$ cat src/rtl/mmio_bus_pkg.sv
// Shared types and constants for the MMIO bus bridge and its address decoder.
package mmio_bus_pkg;

    typedef enum logic [1:0] {
        IDLE   = 2'd0,
        ACCESS = 2'd1,
        RESP   = 2'd2
    } state_t;

    // Fill bit for the read data returned on a bus error; replicated to DATA_WIDTH.
    localparam logic ERROR_RDATA = 1'b1;

    localparam int unsigned DEFAULT_TIMEOUT_CYCLES = 255;

    function automatic int unsigned width_of(input int unsigned n);
        return (n > 1) ? $clog2(n) : 1;
    endfunction

endpackage

$ cat src/rtl/mmio_addr_decode.sv
// Combinational MMIO window decode: processor address -> {hit, one-hot slot}.
module mmio_addr_decode
    import mmio_bus_pkg::*;
#(
    parameter int unsigned ADDR_WIDTH = 64,
    parameter int unsigned NUM_SLAVES = 4,
    parameter int unsigned SLOT_SHIFT = 12,
    parameter logic [ADDR_WIDTH-1:0] MMIO_BASE = 64'hFFFF_FFFF_FFFF_0000
) (
    input  logic [ADDR_WIDTH-1:0] address,
    output logic                  hit,
    output logic [NUM_SLAVES-1:0] slot_onehot
);

    localparam int unsigned SLOT_BITS = width_of(NUM_SLAVES);
    localparam logic [ADDR_WIDTH-1:0] WINDOW_MASK =
        ~((ADDR_WIDTH'(NUM_SLAVES) << SLOT_SHIFT) - ADDR_WIDTH'(1));

    logic                 in_window;
    logic [SLOT_BITS-1:0] slot_idx;

    assign in_window = ((address & WINDOW_MASK) == MMIO_BASE);
    assign slot_idx  = address[SLOT_SHIFT +: SLOT_BITS];

    // A slot index beyond NUM_SLAVES (non power-of-two counts) is treated as unmapped.
    always_comb begin
        hit         = 1'b0;
        slot_onehot = '0;
        for (int unsigned i = 0; i < NUM_SLAVES; i++) begin
            if (in_window && (slot_idx == SLOT_BITS'(i))) begin
                slot_onehot[i] = 1'b1;
                hit            = 1'b1;
            end
        end
    end

endmodule

$ cat src/rtl/mmio_bus_bridge.sv
// Processor-to-peripheral MMIO bridge with registered outputs and bus-error responses.
// Define MMIO_TIMEOUT_EN to bound slave wait time by TIMEOUT_CYCLES.
module mmio_bus_bridge
    import mmio_bus_pkg::*;
#(
    parameter int unsigned DATA_WIDTH     = 64,
    parameter int unsigned ADDR_WIDTH     = 64,
    parameter int unsigned NUM_SLAVES     = 4,
    parameter int unsigned SLOT_SHIFT     = 12,
    parameter logic [ADDR_WIDTH-1:0] MMIO_BASE = 64'hFFFF_FFFF_FFFF_0000,
    parameter int unsigned TIMEOUT_CYCLES = DEFAULT_TIMEOUT_CYCLES
) (
    input  logic                             clock,
    input  logic                             reset_n,
    input  logic [ADDR_WIDTH-1:0]            m_address,
    input  logic [DATA_WIDTH-1:0]            m_wdata,
    input  logic                             m_read,
    input  logic                             m_write,
    output logic [DATA_WIDTH-1:0]            m_rdata,
    output logic                             m_ready,
    output logic                             m_error,
    output logic [NUM_SLAVES-1:0]            s_sel,
    output logic                             s_read,
    output logic                             s_write,
    output logic [SLOT_SHIFT-1:0]            s_offset,
    output logic [DATA_WIDTH-1:0]            s_wdata,
    input  logic [NUM_SLAVES*DATA_WIDTH-1:0] s_rdata,
    input  logic [NUM_SLAVES-1:0]            s_ack
);

    state_t                  state_q, state_d;
    logic [NUM_SLAVES-1:0]   sel_q, sel_d;
    logic                    rd_q, rd_d, wr_q, wr_d;
    logic [SLOT_SHIFT-1:0]   off_q, off_d;
    logic [DATA_WIDTH-1:0]   wdata_q, wdata_d;
    logic [DATA_WIDTH-1:0]   rdata_q, rdata_d;
    logic                    ready_q, ready_d;
    logic                    error_q, error_d;

    logic                    hit;
    logic [NUM_SLAVES-1:0]   slot_onehot;
    logic                    ack_hit;
    logic                    timeout_hit;
    logic [DATA_WIDTH-1:0]   slave_rdata;

    mmio_addr_decode #(
        .ADDR_WIDTH (ADDR_WIDTH),
        .NUM_SLAVES (NUM_SLAVES),
        .SLOT_SHIFT (SLOT_SHIFT),
        .MMIO_BASE  (MMIO_BASE)
    ) u_decode (
        .address     (m_address),
        .hit         (hit),
        .slot_onehot (slot_onehot)
    );

    // Acks from slaves other than the selected one never complete an access.
    assign ack_hit = |(s_ack & sel_q);

    always_comb begin
        slave_rdata = '0;
        for (int unsigned i = 0; i < NUM_SLAVES; i++) begin
            if (sel_q[i]) slave_rdata = s_rdata[i*DATA_WIDTH +: DATA_WIDTH];
        end
    end

`ifdef MMIO_TIMEOUT_EN
    localparam int unsigned CNT_W = width_of(TIMEOUT_CYCLES + 1);

    logic [CNT_W-1:0] count_q, count_d;

    // Counter holds the number of completed ACCESS cycles; cleared outside ACCESS.
    always_comb begin
        count_d = '0;
        if (state_q == ACCESS) count_d = count_q + 1'b1;
    end

    always_ff @(posedge clock or negedge reset_n) begin
        if (!reset_n) count_q <= '0;
        else          count_q <= count_d;
    end

    assign timeout_hit = (count_q == CNT_W'(TIMEOUT_CYCLES));
`else
    logic unused_timeout;

    assign unused_timeout = (TIMEOUT_CYCLES != 0);
    assign timeout_hit    = 1'b0;
`endif

    always_comb begin
        state_d = state_q;
        sel_d   = sel_q;
        rd_d    = rd_q;
        wr_d    = wr_q;
        off_d   = off_q;
        wdata_d = wdata_q;
        rdata_d = rdata_q;
        ready_d = 1'b0;
        error_d = error_q;
        case (state_q)
            IDLE: begin
                if (m_read || m_write) begin
                    if ((m_read && m_write) || !hit) begin
                        state_d = RESP;
                        ready_d = 1'b1;
                        error_d = 1'b1;
                        rdata_d = {DATA_WIDTH{ERROR_RDATA}};
                    end else begin
                        state_d = ACCESS;
                        sel_d   = slot_onehot;
                        rd_d    = m_read;
                        wr_d    = m_write;
                        off_d   = m_address[SLOT_SHIFT-1:0];
                        wdata_d = m_wdata;
                    end
                end
            end
            ACCESS: begin
                // Ack on the timeout edge still counts as success.
                if (ack_hit) begin
                    state_d = RESP;
                    sel_d   = '0;
                    rd_d    = 1'b0;
                    wr_d    = 1'b0;
                    ready_d = 1'b1;
                    error_d = 1'b0;
                    if (rd_q) rdata_d = slave_rdata;
                end else if (timeout_hit) begin
                    state_d = RESP;
                    sel_d   = '0;
                    rd_d    = 1'b0;
                    wr_d    = 1'b0;
                    ready_d = 1'b1;
                    error_d = 1'b1;
                    rdata_d = {DATA_WIDTH{ERROR_RDATA}};
                end
            end
            RESP:    state_d = IDLE;
            default: state_d = IDLE;
        endcase
    end

    always_ff @(posedge clock or negedge reset_n) begin
        if (!reset_n) begin
            state_q <= IDLE;
            sel_q   <= '0;
            rd_q    <= 1'b0;
            wr_q    <= 1'b0;
            off_q   <= '0;
            wdata_q <= '0;
            rdata_q <= '0;
            ready_q <= 1'b0;
            error_q <= 1'b0;
        end else begin
            state_q <= state_d;
            sel_q   <= sel_d;
            rd_q    <= rd_d;
            wr_q    <= wr_d;
            off_q   <= off_d;
            wdata_q <= wdata_d;
            rdata_q <= rdata_d;
            ready_q <= ready_d;
            error_q <= error_d;
        end
    end

    assign s_sel    = sel_q;
    assign s_read   = rd_q;
    assign s_write  = wr_q;
    assign s_offset = off_q;
    assign s_wdata  = wdata_q;
    assign m_rdata  = rdata_q;
    assign m_ready  = ready_q;
    assign m_error  = error_q;

endmodule

$ cat config.mk
export PLATFORM = sky130hd
export DESIGN_NAME = mmio_bus_bridge
export DESIGN_NICKNAME = d
export VERILOG_FILES = /design/src/rtl/mmio_bus_pkg.sv /design/src/rtl/mmio_addr_decode.sv /design/src/rtl/mmio_bus_bridge.sv
export SDC_FILE = /design/constraint.sdc
export NUM_CORES = 1
export LEC_CHECK = 0
export ABC_CLOCK_PERIOD_IN_PS = 3200
export CAP_MARGIN = 25
export CORE_AREA = 4 4 210 212
export DETAILED_ROUTE_END_ITERATION = 16
export DIE_AREA = 0 0 214 216
export GPL_TIMING_DRIVEN = 0
export SLEW_MARGIN = 20
export SYNTH_ARGS = -nofsm -noshare
export SYNTH_HDL_FRONTEND = slang
export SYNTH_HIERARCHICAL = 1
export SYNTH_SLANG_ARGS = --single-unit
$ cat constraint.sdc
create_clock -name clock -period 3.2 [get_ports clock]
set_input_delay 0.64 -clock clock [delete_from_list [all_inputs] [get_ports clock]]
set_output_delay 0.64 -clock clock [all_outputs]
set_load 0.02 [all_outputs]
==> key figures, run 1 <==
Outcome
  – Outcome: finished clean

Routing
  – Routed via count: 8922
  – DRC viols: 0
  – Drt pass-1 iters: 5
  – Initial DRC count: 550
  – Vias per inst: 4.59
  – Final wirelength: 43900 um
  – WL per Instance: 22.6 um
  – Antenna-violating nets left: 0

Hold path
  – Hold Path Class: in2async

Place
  – IO buf count: 539
  – Dpl cells: 1907
  – Gpl congestion: 0.931
  – Dpl ws: -0.961 ns
  – HPWL Detailed: 34300 um
  – Placed Area: 14200 um^2

Flow run
  – Maxcap violations: 0

Clocking
  – Clock Sinks: 150
  – Clk buf depth: 2
  – CTS Hold Bufs: 0
  – CTS Buf Count: 17
  – Clk slew on worst S/H paths: 0.07 ns
  – CTS tree: done
  – Root buffer cell: clkbuf_16
  – Worst-Skew Late Latency: 0.49 ns
  – H-tree depth: 4

Timing
  – Final hold vios: 0
  – Final critical path time including I/O delays and setup: 3.12 ns
  – Max-slew violations: 0
  – Worst-Margin Slew: 0.838 ns
  – PnR worst setup slack: 0.0762 ns
  – Period utilization: 0.976
  – FMAX: 0.320 GHz
  – Worst Skew: 0.0167 ns
  – Setup Viol. Count Final: 0
  – Slew headroom: 0.442
  – RSZ-0062 raised after global routing: no
  – Setup TNS: 0 ns

Yosys
  – Mapped Area: 8060 um^2
  – Post-synthesis xor/xnor area fraction: 0.00109
  – Average cell area after synthesis: 9.73 um^2
  – Main synth FF type: dfrtp_1
  – Synth Area in Simple Gates: 0.213
  – Top post-synthesis cells by area: dfrtp_1 (47%), nand2_1 (14%), mux2_4 (11%)
  – Adder-Cell Fraction of Synth Area: 0.00140
  – Synth top area share: 0.466
  – Synth warn: 6
  – Yosys top cell by area: dfrtp_1
  – Post-synth EDFFs: 0
  – Post-synth net total: 1220
  – Largest family of logic cells by synthesized area: simple AND/OR/NAND/NOR gates
  – Post-synthesis compound-gate area fraction: 0.157
  – Seq/Total Area, Yosys: 0.466
  – Syn Inst Count: 828
  – Synth unique cells: 35
  – Yosys reg bits: 150
  – Mux cell area share after synthesis: 0.117
  – Synth async-reset ratio: 1.00

Final layout
  – Layout area overhead: 83.9%
  – Register Area: 3750 um^2
  – Layout cell share with drive strength beyond 1: 0.0963
  – Non-filler instance count after layout: 1943
  – Fillers: 4275
  – Final Cell Area: 14800 um^2
  – Footprint of the multi-input gates: 3970 um^2
  – Nets: 1781

Floorplan
  – Cell Rows: 75
  – Top Ports: 540
  – Area of the core: 41900 um^2
  – Total die area: 46200 um^2
  – Initial Util: 0.192
  – Die height: 216 um
  – Die Width: 214 um

Worst setup path
  – Required @ worst endpoint: 3.56 ns
  – Worst Path Arrival: 3.48 ns
  – Crit. End Element: flip-flop
  – Critical path type: in2reg
  – Crit-path max FO: 10
  – Startpoint types: input port

Global route
  – Largest net degree at the start of global routing: 86
  – GR Overflow Total: 0
  – All-layer global routing usage: 0.185
  – Number of global-route vias before repair: 9597
  – First-pass GRT wire length: 63800 um
  – Antenna violations before repair: 2

Pwr
  – P_leak: 5.81 nW
  – Pwr Density: 319 nW/um^2
  – Max rail drop VDD: 0.000304 V
[final cells by class]
type                    instances  area share
clock buffers                  19      0.0299
multi-input cells             602       0.268
diodes                          2    0.000338
inverters                       3    0.000760
clock inverters                13     0.00912
flip-flops and latches        150       0.253
well taps                     539      0.0455
plain buffers                  73      0.0261
repair buffers                542       0.367
[cells in the final DEF (no fill, tap or decap), types with 2 or more instances in the layout]
cell             netlist  final
nor2b_1               65     65
inv_1                  3      3
clkbuf_1              43     43
clkdlybuf4s50_1        0    538
buf_2                 18     18
o21ai_0                2      2
a22oi_2                2      2
clkinv_4               0      3
buf_12                 0      2
o311ai_1              34     34
mux2_4                60     60
a21oi_1                5      5
nor4_1                 5      4
nand4_1                9      9
nand4b_1               4      4
nand2_1              295    295
a22o_1                 6      6
diode_2                0      2
buf_4                  1      3
clkinvlp_4             0      2
dfrtp_1              150    150
a311oi_1               2      2
buf_8                  0      5
buf_1                  4      4
inv_6                  0      6
a221oi_1              63     63
mux2_2                 4      4
clkbuf_16              0     17
o311ai_0              29     29
nor2_1                 3      3
[critical path: stages]
cell	delay, ns
clkdlybuf4s50_1	0.40
nand4b_1	0.17
or4_4	0.59
nor4_4	0.38
inv_1	0.09
maj3_2	0.33
a32o_2	0.26
buf_12	0.16
buf_12	0.16
mux2_4	0.30
[power breakdown]
part	total, mW	internal, mW	switching [mW]
Combinational	0.712	0.493	0.219
Clock	2.12	1.11	1.00
Sequential	1.90	1.90	0.00253
[cells in the mapped netlist (all sizes together) (2+ instances only)]
cell type	instances
nand2	295
dfrtp	150
nor2b	65
mux2	64
a221oi	63
o311ai	63
clkbuf	43
buf	30
nand4	10
a22o	6
a21oi	5
nor4	5
nand4b	4
inv	3
nor2	3
a22oi	2
a311oi	2
nand3	2
o21ai	2
or4	2
[per-layer routing]
| layer | vias to the layer above | global-route usage | wire length, um |
|---|---|---|---|
| met5 | - | 0 | 20 |
| met4 | 2 | 0.0908 | 1730 |
| met3 | 74 | 0.0714 | 3950 |
| met2 | 466 | 0.308 | 20900 |
| met1 | 4284 | 0.208 | 17300 |
| li1 | 4096 | - | - |
[cell families (layout without fill, tap and decap cells)]
| kind of cell | after synthesis | in the layout |
|---|---|---|
| AO/OA/AOI/OAI | 146 | 146 |
| other | 0 | 2 |
| buffers and inverters | 76 | 650 |
| multiplexers | 64 | 64 |
| AND/OR/NAND/NOR | 390 | 390 |
| XOR/XNOR | 1 | 1 |
| flip-flops | 150 | 150 |
| adder cells (fa/ha/maj) | 1 | 1 |
[sequential cells by signal, summed over array words and instances, names as in the netlist]
| register | flops |
|---|---|
| s_offset | 12 |
| m_rdata | 64 |
| s_read | 1 |
| m_error | 1 |
| s_sel | 4 |
| state_q | 2 |
| m_ready | 1 |
| s_write | 1 |
| s_wdata | 64 |
[path summary, 6_finish.rpt]
| check | startpoint | end | slack [ns] | depth (start not counted) |
|---|---|---|---|---|
| worst min register to register | s_wdata[52] | s_wdata[52] | 0.47 | 2 |
| worst max-delay path | m_address[15] | m_rdata[8] | 0.08 | 10 |
| worst max register to register | s_sel[2] | m_rdata[54] | 0.79 | 5 |
| max in group asynchronous | reset_n | s_wdata[4] | 2.23 | 2 |
| worst min-delay path | reset_n | m_rdata[27] | 0.09 | 1 |
| min in group clock | s_wdata[52] | s_wdata[52] | 0.47 | 2 |
[per-stage QoR]
stage / power [mW] / util / hold slack [ns]
after global placement: 2.64 / 0.337 / 0.458
after detailed placement: 2.64 / 0.338 / 0.461
after CTS: 4.81 / 0.352 / 0.0901
final: 4.73 / 0.353 / 0.0888
after floorplan: 2.05 / - / 0.344
after global routing: 4.91 / 0.353 / 0.116
[timing repair]
action                                  CTS  global route
setup buffers                             0             2
endpoints found under the setup margin  141            65
resized for setup                         4            10
pin swaps                                 1             3
No activity file was read; power rests on OpenSTA's default activity.
==> inputs of run 2 (changes only) <==
- SLEW_MARGIN: 20 -> 0
==> results of run 2 <==
The final DEF is identical to that of run 1; final timing and power are the same.
